$ cat src/rtl/enc_serial.sv
// Sequential multi-hot to binary encoder: captures a request vector, then hands out
// the index of each set bit (lowest first) over a valid/ready interface.
module enc_serial #(
    parameter int N = 4,
    parameter int W = $clog2(N)
) (
    input  logic         clk,
    input  logic         rst,
    input  logic         e,
    input  logic         load,
    input  logic [N-1:0] req,
    input  logic         ready,
    output logic [W-1:0] y,
    output logic         valid,
    output logic         busy,
    output logic [W:0]   left,
    output logic         multi,
    output logic         none,
    output logic         dbg_state
);

    // Handshake: an index transfers on every cycle where valid && ready are both
    // high; valid, once raised, stays high with y stable until that transfer.
    typedef enum logic {
        IDLE  = 1'b0,
        SERVE = 1'b1
    } state_t;

    state_t         state_q, state_d;
    logic [N-1:0]   pend_q, pend_d;
    logic [W:0]     left_q, left_d;
    logic           multi_q, multi_d;
    logic           none_q, none_d;
    logic [W-1:0]   cur_idx;
    logic [W:0]     req_cnt;

    function automatic logic [W:0] popcount(input logic [N-1:0] v);
        logic [W:0] c;
        c = '0;
        for (int i = 0; i < N; i++) begin
            c = c + {{W{1'b0}}, v[i]};
        end
        return c;
    endfunction

    // Scanning from the top lets the lowest set bit overwrite any higher ones.
    function automatic logic [W-1:0] lowest(input logic [N-1:0] v);
        logic [W-1:0] idx;
        idx = '0;
        for (int i = N - 1; i >= 0; i--) begin
            if (v[i]) begin
                idx = W'(i);
            end
        end
        return idx;
    endfunction

    always_comb begin
        state_d = state_q;
        pend_d  = pend_q;
        left_d  = left_q;
        multi_d = multi_q;
        none_d  = 1'b0;
        cur_idx = lowest(pend_q);
        req_cnt = popcount(req);

        case (state_q)
            IDLE: begin
                if (load && e) begin
                    pend_d  = req;
                    multi_d = (req_cnt > (W+1)'(1));
                    if (req != '0) begin
                        state_d = SERVE;
                        left_d  = req_cnt;
                    end else begin
                        none_d = 1'b1;
                    end
                end
            end
            SERVE: begin
                if (ready) begin
                    // v & (v - 1) drops exactly the lowest set bit.
                    pend_d = pend_q & (pend_q - N'(1));
                    left_d = left_q - (W+1)'(1);
                    if (pend_d == '0) begin
                        state_d = IDLE;
                    end
                end
            end
            default: begin
                state_d = IDLE;
            end
        endcase
    end

    always_ff @(posedge clk) begin
        if (rst) begin
            state_q <= IDLE;
            pend_q  <= '0;
            left_q  <= '0;
            multi_q <= 1'b0;
            none_q  <= 1'b0;
        end else begin
            state_q <= state_d;
            pend_q  <= pend_d;
            left_q  <= left_d;
            multi_q <= multi_d;
            none_q  <= none_d;
        end
    end

    assign valid     = (state_q == SERVE);
    assign busy      = (state_q == SERVE);
    assign y         = (state_q == SERVE) ? cur_idx : '0;
    assign left      = left_q;
    assign multi     = multi_q;
    assign none      = none_q;
    assign dbg_state = state_q;

endmodule

$ cat config.mk
export PLATFORM = sky130hd
export DESIGN_NAME = enc_serial
export DESIGN_NICKNAME = d
export VERILOG_FILES = /design/src/rtl/enc_serial.sv
export SDC_FILE = /design/constraint.sdc
export NUM_CORES = 1
export LEC_CHECK = 0
export ABC_CLOCK_PERIOD_IN_PS = 4400
export CAP_MARGIN = 40
export CORE_MARGIN = 2
export CORE_UTILIZATION = 30
export CTS_CLUSTER_SIZE = 14
export DETAILED_ROUTE_END_ITERATION = 16
export SYNTH_ARGS = -nofsm -noshare
export SYNTH_HDL_FRONTEND = slang
export SYNTH_SLANG_ARGS = --single-unit
$ cat constraint.sdc
create_clock -name clk -period 4.4 [get_ports clk]
set_clock_uncertainty 0.15 [all_clocks]
set_input_delay 1.1 -clock clk [delete_from_list [all_inputs] [get_ports clk]]
set_output_delay 1.1 -clock clk [all_outputs]
set_load 0.05 [all_outputs]
==> metrics <==
cts hold-fix bufs 0; Synthesized Nets 91; Reg power frac 38.7%; ys async rst share 0%; largest family of logic cells by synthesized area simple AND/OR/NAND/NOR gates; Core Util, Final 41.1%; sw frac 32.4%; crit path max fanout 17; row cnt 17; postcts setup bufs 0; clk_lat worst skew 0.26 ns; Fin Setup TNS 0 ns; synth warn 0; largest net degree at the start of global routing 18; DRC viols 0; # diodes 0; Vias 597; CTS H-tree lvls 1; vias per cell 4.98; Synth Area in Compound Gates 22.6%; RSZ-0062 raised after global routing no; CP delay by family, top buffers and inverters; total placed cells including tap cells 116; worst path cell trace nor4b_1 -> clkdlybuf4s50_1; f_max 302 MHz; WL final 1.38 mm; DRT iter0 DRCs 10; Slew Limit Headroom 66.5%; Mean Syn Cell Area 9.09 um2; fin crit share 75.2%; Die W 52.0 um; Crit path required time 3.15 ns; total CTS buffers 3; Final Non-Filler Cells 120; clock sinks 10; Die Y 52.0 um; Post-DP HPWL 1.08 mm; final number of setup-violating endpoints 0; part of the power in combinational logic 30.9%; CTS tree done; Pleak 0.364 nW; Distinct cells, synth 34; Resized Gates After CTS 0; Crit. End Element output port; Synth top area share 29.0%; area share of fa/ha/maj cells after synthesis 12.0%; clock slew at reported path FFs 0.07 ns; top area cells in the synthesized netlist dfxtp_1, ha_1, a211o_1; number of max-cap violations 0; FILL cells 209; share of layout cells above drive strength 1 10.9%; post-route antenna net violation count 0; antenna violations before repair 0; kind of critical path flip-flop to output port; maximum root-to-sink buffer count 2; Boundary Pins 19; gp weighted congestion 0.810; I/O Buffers 18; Mapped Area 691 um2; Worst Path Buf+Inv 1; Mapped Cells 76; mux contribution to synthesized area 1.45%; critical path startpoint category flip-flop; Clk pwr share 30.4%; Peak VDD IR 0.218 mV; Min-Delay Path Class flip-flop to flip-flop; first-pass GRT wire length 2.49 mm; Pint 0.183 mW; register area 200 um2; Final Max Slew Viols 0; cell taking the most area after synthesis dfxtp_1; Remaining Overflow, GRT 0; most common cell in the synthesized netlist dfxtp_1; Final Hold Fails 0; DR pass1 iterations 4; EDFF count, synth 0; slowest stage cell, crit path clkdlybuf4s50_1; flops & latches, synth 10; synth cell count leaders dfxtp_1, inv_1, a21oi_1, ha_1; critical path arrival 2.06 ns; leading register cell type out of synthesis dfxtp_1; Worst path max stage delay 0.86 ns; Nets 108; post-synthesis simple-gate area fraction 24.1%; Switch Pwr 0.0873 mW; outcome completed; gr usage total 12.6%; Starting Density 31.5%; Cell Pwr Density 300 mW/mm2; Least-Margin Pin Slew 0.501 ns; number of global-route vias before repair 537; DIE AREA 0.00270 mm2; xor-xnor portion of the synthesized cell area 0%; Final Critical Period 3.31 ns; sequential area share after synthesis 29.0%; Area Growth Syn to Fin 30.4%; DR WL/cell 11.5 um; area of the multi-input gates 415 um2; Core Footprint 0.00219 mm2; Root Driver clkbuf_4
==> tightest hold or removal path: cells and delay by family (launching register included) <==
family        cells  cell delay, ns
flops             1            0.32
simple gates      1            0.07
mux               1            0.06
==> cells in the final DEF (no fill, tap or decap), types with 2 or more instances in the layout <==
cell / count
dfxtp_1: 10
clkbuf_4: 3
nand2_1: 4
nand2b_1: 2
nor4_1: 2
nor3_1: 3
a211o_1: 4
clkdlybuf4s50_1: 18
a21oi_1: 6
inv_1: 9
nor2_1: 3
nor3b_1: 2
ha_1: 5
==> power by group through the flow <==
stage	registers [mW]	clock network, mW	logic [mW]
3_5_place_dp	0.106	0	0.0836
4_1_cts	0.104	0.0859	0.0840
5_1_grt	0.106	0.0919	0.0916
3_3_place_gp	0.106	0	0.0829
6_report	0.104	0.0822	0.0833
2_1_floorplan	0.118	0	0.0481
==> cells by family after synthesis <==
group	after synthesis
mux	1
simple gates	25
flops	10
compound gates	19
buf+inv	15
fa+ha+maj	6
==> cell type report <==
| cell class | count | area share (%) |
|---|---|---|
| Clock buffer | 4 | 4.03 |
| Inverter | 9 | 3.75 |
| Multi-Input combinational cell | 51 | 46.1 |
| Sequential cell | 10 | 22.2 |
| Tap cell | 28 | 3.89 |
| Timing Repair Buffer | 18 | 20.0 |
==> layer usage <==
layer / vias up / GRT usage (%) / wire (um)
met3: 0 / 5.46 / 81
met4: 0 / 2.63 / 0
li1: 304 / - / -
met5: - / 0 / 0
met1: 274 / 16.5 / 647
met2: 19 / 19.0 / 649
==> stage by stage <==
| stage | hold slack, ns | power [mW] | worst slack (ns) | cell area, um2 |
|---|---|---|---|---|
| 2_1_floorplan | 0.342 | 0.166 | 0.577 | 691 |
| 3_3_place_gp | 0.336 | 0.189 | 1.10 | 865 |
| 3_5_place_dp | 0.344 | 0.190 | 1.08 | 865 |
| 4_1_cts | 0.354 | 0.274 | 1.08 | 901 |
| 5_1_grt | 0.378 | 0.289 | 0.935 | 901 |
| 6_report | 0.350 | 0.270 | 1.09 | 901 |
==> sequential cells by signal, indices dropped and copies added, names as in the netlist <==
signal,flops
pend_q,4
busy,1
none,1
left,3
multi,1
==> final timing paths <==
kind | cells past startpoint | startpoint | to | slack [ns]
max reg2reg | 3 | busy$_SDFF_PP0_ | left[2]$_SDFFE_PP0P_ | 2.77
min reg2reg | 2 | left[1]$_SDFFE_PP0P_ | left[1]$_SDFFE_PP0P_ | 0.35
max | 2 | busy$_SDFF_PP0_ | y[1] | 1.09
min | 2 | left[1]$_SDFFE_PP0P_ | left[1]$_SDFFE_PP0P_ | 0.35
No activity file was read; power rests on OpenSTA's default activity.
